$ cat src/rtl/rr_arb_mux_pkg.sv
// rr_arb_mux_pkg: shared index-width derivation and reset constants for the round-robin mux
package rr_arb_mux_pkg;
  function automatic int sel_w(input int n);
    return n > 1 ? $clog2(n) : 1;
  endfunction
  localparam int PTR_RST = 0;
  localparam logic DATA_RST = 1'b0;
endpackage

$ cat src/rtl/rr_arb_mux_if.sv
// rr_arb_mux_if: per-channel request bundle plus registered output handshake
interface rr_arb_mux_if import rr_arb_mux_pkg::*; #(
  parameter int N = 2,
  parameter int WIDTH = 32
) ();
  localparam int SELW = sel_w(N);
  logic [N-1:0] in_valid;
  logic [N-1:0] in_lock;
  logic [N-1:0] in_ready;
  logic [N*WIDTH-1:0] in_data;
  logic out_valid;
  logic out_ready;
  logic [WIDTH-1:0] out_data;
  logic [SELW-1:0] out_sel;
  modport master (
    output in_valid, in_data, in_lock, out_ready,
    input in_ready, out_valid, out_data, out_sel
  );
  modport slave (
    input in_valid, in_data, in_lock, out_ready,
    output in_ready, out_valid, out_data, out_sel
  );
endinterface

$ cat src/rtl/rr_arb_pick.sv
// rr_arb_pick: combinational round-robin pick of the first requester at or after ptr
module rr_arb_pick import rr_arb_mux_pkg::*; #(
  parameter int N = 2,
  localparam int SELW = sel_w(N)
) (
  input  logic [N-1:0]    valid,
  input  logic [SELW-1:0] ptr,
  output logic [N-1:0]    grant,
  output logic [SELW-1:0] idx,
  output logic            any_req
);
  logic [N-1:0] upper, req;
  // Requests at or above ptr win; otherwise wrap around to the lowest requester.
  assign upper = valid & ~((N'(1) << ptr) - N'(1));
  assign req = |upper ? upper : valid;
  assign grant = req & (~req + N'(1));
  assign any_req = |valid;
  always_comb begin
    idx = '0;
    for (int i = 0; i < N; i++) idx = grant[i] ? SELW'(i) : idx;
  end
endmodule

$ cat src/rtl/rr_arb_mux.sv
// rr_arb_mux: N-way round-robin arbitrated mux with one registered output stage
module rr_arb_mux import rr_arb_mux_pkg::*; #(
  parameter int N = 2,
  parameter int WIDTH = 32,
  localparam int SELW = sel_w(N)
) (
  input logic clk,
  input logic rst,
  rr_arb_mux_if.slave bus
);
  logic [SELW-1:0] ptr, g, ptr_next;
  logic [N-1:0] gnt;
  logic any_req, xfer;
  logic [WIDTH-1:0] win;
  rr_arb_pick #(.N(N)) u_pick (
    .valid(bus.in_valid),
    .ptr(ptr),
    .grant(gnt),
    .idx(g),
    .any_req(any_req)
  );
  assign xfer = !rst && (!bus.out_valid || bus.out_ready) && any_req;
  assign bus.in_ready = xfer ? gnt : '0;
  assign ptr_next = |(bus.in_lock & gnt) ? g : (g == SELW'(N - 1)) ? SELW'(PTR_RST) : g + SELW'(1);
  always_comb begin
    win = '0;
    for (int i = 0; i < N; i++) win = gnt[i] ? bus.in_data[i*WIDTH +: WIDTH] : win;
  end
  always_ff @(posedge clk) begin
    if (rst) begin
      bus.out_valid <= 1'b0;
      bus.out_data <= {WIDTH{DATA_RST}};
      bus.out_sel <= SELW'(PTR_RST);
      ptr <= SELW'(PTR_RST);
    end else if (xfer) begin
      bus.out_valid <= 1'b1;
      bus.out_data <= win;
      bus.out_sel <= g;
      ptr <= ptr_next;
    end else if (bus.out_ready) begin
      bus.out_valid <= 1'b0;
    end
  end
endmodule
$ cat src/flat_wrapper.sv
// flat-port wrapper written by rule: the top's interface ports become plain ports
module rr_arb_mux_flat import rr_arb_mux_pkg::*;
#(
  parameter int N = 2,
  parameter int WIDTH = 32,
  localparam int SELW = sel_w(N)
)
  (clk, rst, bus_in_valid, bus_in_data, bus_in_lock, bus_out_ready, bus_in_ready, bus_out_valid, bus_out_data, bus_out_sel);
  rr_arb_mux_if #(.N(N), .WIDTH(WIDTH)) bus_i ();
  input logic clk;
  input logic rst;
  input wire logic [$bits(bus_i.in_valid)-1:0] bus_in_valid;
  input wire logic [$bits(bus_i.in_data)-1:0] bus_in_data;
  input wire logic [$bits(bus_i.in_lock)-1:0] bus_in_lock;
  input wire logic [$bits(bus_i.out_ready)-1:0] bus_out_ready;
  output wire logic [$bits(bus_i.in_ready)-1:0] bus_in_ready;
  output wire logic [$bits(bus_i.out_valid)-1:0] bus_out_valid;
  output wire logic [$bits(bus_i.out_data)-1:0] bus_out_data;
  output wire logic [$bits(bus_i.out_sel)-1:0] bus_out_sel;
  assign bus_i.in_valid = bus_in_valid;
  assign bus_i.in_data = bus_in_data;
  assign bus_i.in_lock = bus_in_lock;
  assign bus_i.out_ready = bus_out_ready;
  assign bus_in_ready = bus_i.in_ready;
  assign bus_out_valid = bus_i.out_valid;
  assign bus_out_data = bus_i.out_data;
  assign bus_out_sel = bus_i.out_sel;
  rr_arb_mux #(.N(N), .WIDTH(WIDTH)) u_core (.clk(clk), .rst(rst), .bus(bus_i));
endmodule
$ cat config.mk
export PLATFORM = sky130hd
export DESIGN_NAME = rr_arb_mux_flat
export DESIGN_NICKNAME = d
export VERILOG_FILES = /design/src/rtl/rr_arb_mux_pkg.sv /design/src/rtl/rr_arb_mux_if.sv /design/src/rtl/rr_arb_pick.sv /design/src/rtl/rr_arb_mux.sv /design/src/flat_wrapper.sv
export SDC_FILE = /design/constraint.sdc
export NUM_CORES = 1
export LEC_CHECK = 0
export ABC_CLOCK_PERIOD_IN_PS = 1500
export CORE_ASPECT_RATIO = 0.5
export CORE_MARGIN = 3
export CORE_UTILIZATION = 31
export CTS_BUF_LIST = sky130_fd_sc_hd__clkbuf_16
export DETAILED_ROUTE_END_ITERATION = 8
export PLACE_DENSITY = 0.75
export SYNTH_ARGS = -nofsm -noshare
export SYNTH_HDL_FRONTEND = slang
export SYNTH_SLANG_ARGS = --single-unit
$ cat constraint.sdc
create_clock -name clk -period 1.5 [get_ports clk]
set_clock_uncertainty 0.15 [all_clocks]
set_input_delay 0.15 -clock clk [delete_from_list [all_inputs] [get_ports clk]]
set_output_delay 0.15 -clock clk [all_outputs]
set_load 0.02 [all_outputs]
# Word level (Yosys, flattened, before mapping)
# Cells that the tools add are included.
word_totals:
  ff_bits: 35
  latchBits: 0
  ram_bits: 0
  rom_bits: 0
  input_bits: 71
  output_inout_bits: 36
  word_cells: 31
  memories: 0
op_classes:
  add_sub_neg: 3
  multipliers: 0
  div: 0
  order_cmp: 0
  eq_ne: 0
  shifts: 1
  muxes: 9
  n_bitwise: 5
  n_reduce_logical: 9
ops:
  columns: ["op", "n"]
  rows:
  - ["32-bit two-way mux", 2]
  - ["2-bit bitwise AND", 3]
  - ["2-bit OR reduction", 3]
  - ["1-bit two-way mux", 5]
  - ["2-bit two-way mux", 2]
  - ["2-bit inverter", 2]
  - ["2-bit by 1-bit adder with 2-bit output, second input constant", 1]
  - ["1-bit logical AND", 2]
  - ["1-bit logical NOT", 2]
  - ["2-bit nonzero test", 1]
  - ["1-bit by 1-bit left shift with 2-bit output, first input constant", 1]
  - ["2-bit by 1-bit subtractor with 2-bit output, second input constant", 1]
  - ["1-bit adder, second input constant", 1]
  - ["1-bit logical OR", 1]

# Depth between registers and ports, before layout
depth:
  word_depth: 13
  ltp_mapped: 5
  ltp_nobuf: 3

# Cells and area by module
# From an unflattened synthesis, not the netlist that was laid out.
unflattened:
  cells_unflattened: 175
  area_unflattened_um2: 1774.2
modules_own_cells:
  columns: ["module", "n_inst", "cells_per_inst", "area_per_inst_um2", "seq_area_each_um2"]
  rows:
  - ["rr_arb_mux", 1, 170, 1741.7, 700.7]
  - ["rr_arb_pick", 1, 5, 32.5, 0.0]

# Least setup slack after synthesis
# OpenSTA, ideal clock, no wires.
synth_timing:
  kind: "register to register"
  from: "register u_core.bus.out_valid"
  to: "register u_core.bus.out_data[13]"
  setup_ps: 59
  arrival_ps: 1400
  required_time_ps: 1291
  path_slack_ps: -110
  path_stages_with_launch: 6
  n_path_buf: 2
  period_less_slack_ps: 1610
  cell_sequence: "dfxtp_1 nor2b_4 buf_6 nor4b_4 buf_6 a221o_1"
synth_between:
  elab_chain_len: 4
synth_lines:
  columns: ["element", "line", "rtl"]
  rows:
  - ["from (decl)", "rr_arb_mux_if.sv:21", "output in_ready, out_valid, out_data, out_sel"]
  - ["from (signal assigned)", "rr_arb_mux.sv:31", "bus.out_valid <= 1'b0;"]
  - ["from (signal assigned)", "rr_arb_mux.sv:36", "bus.out_valid <= 1'b1;"]
  - ["from (signal assigned)", "rr_arb_mux.sv:41", "bus.out_valid <= 1'b0;"]
  - ["1-bit logical NOT", "rr_arb_mux.sv:22", "assign xfer = !rst && (!bus.out_valid || bus.out_ready) && any_req;"]
  - ["1-bit logical OR", "rr_arb_mux.sv:22", null]
  - ["1-bit logical AND (2 in series)", "rr_arb_mux.sv:22", null]
  - ["to (signal assigned)", "rr_arb_mux.sv:32", "bus.out_data <= {WIDTH{DATA_RST}};"]
  - ["to (signal assigned)", "rr_arb_mux.sv:37", "bus.out_data <= win;"]
  - ["to (decl)", "rr_arb_mux_if.sv:21", null]
# Every way passes these cells.
# A chain may end at the register's enable or synchronous reset.

# Final worst setup path
layout_timing:
  from: "register u_core.ptr"
  to: "output port bus_in_ready[1]"
layout_between:
  elab_chain_len: 10
layout_lines:
  columns: ["element", "line", "rtl"]
  rows:
  - ["from (decl)", "rr_arb_mux.sv:11", "logic [SELW-1:0] ptr, g, ptr_next;"]
  - ["from (signal assigned)", "rr_arb_mux.sv:34", "ptr <= SELW'(PTR_RST);"]
  - ["from (signal assigned)", "rr_arb_mux.sv:39", "ptr <= ptr_next;"]
  - ["1-bit by 1-bit left shift with 2-bit output (*)", "rr_arb_pick.sv:14", "assign upper = valid & ~((N'(1) << ptr) - N'(1));"]
  - ["2-bit by 1-bit subtractor with 2-bit output (*)", "rr_arb_pick.sv:14", null]
  - ["2-bit inverter (*)", "rr_arb_pick.sv:14", null]
  - ["2-bit bitwise AND (*)", "rr_arb_pick.sv:14", null]
  - ["2-bit OR reduction", "rr_arb_pick.sv:15", "assign req = |upper ? upper : valid;"]
  - ["2-bit two-way mux (*)", "rr_arb_pick.sv:15", null]
  - ["2-bit inverter", "rr_arb_pick.sv:16", "assign grant = req & (~req + N'(1));"]
  - ["2-bit by 1-bit adder with 2-bit output", "rr_arb_pick.sv:16", null]
  - ["2-bit bitwise AND (*)", "rr_arb_pick.sv:16", null]
  - ["2-bit two-way mux (*)", "rr_arb_mux.sv:23", "assign bus.in_ready = xfer ? gnt : '0;"]
  - ["to (decl)", "flat_wrapper.sv:16", "output wire logic [$bits(bus_i.in_ready)-1:0] bus_in_ready;"]
# Mark *: on every way between the ends. The rest lies on a longest branch, timed or not.

==> impl_metrics.json <==
{
  "status": "complete, but fails checks",
  "die_x_um": 106,
  "groute.usage.overall_pct": 18.3,
  "holdPathEnd": "u_core.bus.out_valid",
  "vias": 1644,
  "postSynthCellCount": 133,
  "worstHoldStart": "bus_in_valid[1]",
  "antenna_left": 0,
  "synth_top_area_cell": "dfxtp_1",
  "grt_first_pass_wirelength_um": 8750,
  "floorplan.initialDensity_pct": 33.6,
  "ff2ff_path_depth": 4,
  "worst_slew_pin_slew_ns": 0.316,
  "synthAdderAreaFrac_pct": 0,
  "grt_util_met2_pct": 32.4,
  "hold_depth": 4,
  "drv_cap": 0,
  "arrival_ns": 1.29,
  "cp_max_fo": 3,
  "place_inst": 300,
  "hold_violations": 0,
  "drc": 0,
  "yosys_warnings": 0,
  "cp-start-kind": "flop",
  "postCtsHoldBufs": 0,
  "dr.pass1.iters": 4,
  "r2r_end": "u_core.bus.out_data[23]",
  "power.density_mw_per_mm2": 955,
  "core_area_mm2": 0.00459,
  "fin_hold_ws_ns": 0.310,
  "via_per_inst": 5.34,
  "antenna_found_initial": 0,
  "ys_ff_latch": 35,
  "layout_common_cells": "clkdlybuf4s50_1 (68), dlygate4sd2_1 (35), dfxtp_1 (33)",
  "grt_max_degree": 34,
  "met3_usage_pct": 5.21,
  "cp_slowest_cell": "dfxtp_2",
  "slew_headroom_pct": 78.9,
  "synth_fp_nets": 204,
  "yosysSeqAreaShare_pct": 45.4,
  "drtIter0Drc": 78,
  "crit_required_ns": 1.20,
  "yosys.area_share.simple_pct": 23.2,
  "synth_top_family_by_area": "compound AO/OA/AOI/OAI gates",
  "clkSinkCount": 35,
  "synth_compound_area_share_pct": 24.4,
  "violations": "setup timing",
  "wl_um": 5480,
  "cts_tree": "done",
  "slew_violations": 0,
  "grt_overflow": 0,
  "worstSetupPathType": "flop to primary output",
  "wl_per_cell_um": 17.8,
  "gp_congestion": 0.784,
  "fin_cells": 308,
  "cts-buffers-inserted": 5,
  "crit_path_end_kind": "primary output",
  "insertion_delay_ns": 0.27,
  "synthesis.area_mm2": 0.00154,
  "p_leak_nw": 1.18,
  "yosys-top-cells-area": "dfxtp_1 (45%), a221o_1 (21%), nor4b_1 (18%)",
  "die_area_mm2": 0.00592,
  "port_buffers": 106,
  "reg2reg_from": "u_core.ptr",
  "synth_mux_area_share_pct": 0,
  "dp_hpwl_um": 3820,
  "drive_gt1_share_pct": 12.0,
  "hp-class": "input port to flop",
  "crit_chain": "and2b_4 -> nor4b_4 -> buf_4",
  "syn_area_per_cell_um2": 11.6,
  "post-route-period-util_pct": 106,
  "ios": 107,
  "cts_root_buffer": "clkbuf_16",
  "chipHeight_um": 55.9,
  "busiest_layer": "met2",
  "layout_setup_ws_ns": -0.0876,
  "clockBufferDepth": 2,
  "yosysTopAreaCellShare_pct": 45.4,
  "reg2reg_slack_ns": -0.07,
  "fin_crit_ns": 1.59,
  "rows": 17,
  "max-vdd-ir-drop_v": 0.000623,
  "final_nets": 312,
  "use_met1_pct": 21.3,
  "synth_cell_types": 21,
  "grt_pass1_vias": 1728,
  "fmax_mhz": 630,
  "cts_htree_levels": 2,
  "rsz0062_at_grt": "yes",
  "areaGrowthSynthToFinish_pct": 81.8,
  "n_antenna_cell": 0,
  "final_common_cell": "clkdlybuf4s50_1",
  "clkTransAtPathRegs_ns": 0.05,
  "yosys.area_share.xor_xnor_pct": 0,
  "critical-path-max-stage-delay_ns": 0.34,
  "setup_viol": 34,
  "post_cts_buffers": 0
}
-- how the worst max path moves through the flow --
stage | start | endpoint | cells after the start
floorplan | u_core.bus.out_valid | u_core.bus.out_data[13] | 5
global placement | bus_out_ready | bus_in_ready[0] | 5
detailed placement | bus_out_ready | bus_in_ready[1] | 4
CTS | u_core.ptr | bus_in_ready[1] | 3
global route | u_core.ptr | u_core.bus.out_data[23] | 4
finish | u_core.ptr | bus_in_ready[1] | 3
-- repair_timing --
item,in CTS,in global routing
pin swaps,0,0
endpoints found under the setup margin,69,37
gates resized for setup,49,2
-- synthesized netlist by cell type, drive strengths merged --
library cell  instances
or2b                  1
a221o                32
dfxtp                35
nor4b                33
nand2                 1
nor2                  2
and2b                 1
nor2b                 1
or2                   1
a22o                  1
o22ai                 1
a21bo                 1
a21oi                 2
a21boi                1
o21ba                 1
nor3                  1
buf                  13
clkbuf                5
-- registers in the layout (all words and copies together), names as in the netlist --
signal / flops
u_core.ptr: 1
u_core.bus.out_data: 32
u_core.bus.out_valid: 1
u_core.bus.out_sel: 1
-- report_power, final --
| group | switching (W) | internal, W | leakage, nW |
|---|---|---|---|
| Sequential | 0.0000431 | 0.00101 | 0.290 |
| Clock | 0.000369 | 0.000597 | 0.0701 |
| Combinational | 0.000295 | 0.000363 | 0.819 |
-- critical path: cells and delay by family (launching register included) --
kind	cells	cell delay [ns]
DFF	1	0.34
buffers and inverters	1	0.20
and+or+nand+nor	2	0.47
-- through the flow --
step / setup slack (ns) / total power [W] / setup TNS [ns] / utilization (%) / cell area (um2)
floorplan: -0.0855 / 0.00138 / -1.83 / - / 1550
global placement: -0.473 / 0.00177 / -12.27 / 58.7 / 2700
detailed placement: -0.514 / 0.00178 / -14.26 / 58.7 / 2700
CTS: -0.0918 / 0.00270 / -1.35 / 60.9 / 2800
global route: -0.133 / 0.00280 / -3.64 / 61.1 / 2810
finish: -0.0876 / 0.00268 / -1.40 / 61.1 / 2810
-- kinds of logic after synthesis --
logic type | count (synthesis)
and+or+nand+nor | 41
buffers and inverters | 18
AOI/OAI and AO/OA | 39
DFF | 35
-- routing by layer --
metal	share of wire, %	vias to the layer above
li1	-	775
met1	42	799
met2	50	56
met3	5.1	14
met4	2.4	0
met5	0	-
-- cell type report --
class / instances / area (um2)
Clock buffer: 5 / 125
Clock inverter: 3 / 11.3
Fill cell: 405 / 1790
Multi-Input combinational cell: 80 / 752
Sequential cell: 35 / 703
Tap cell: 66 / 82.6
Timing Repair Buffer: 119 / 1130
No activity file was read; power rests on OpenSTA's default activity.
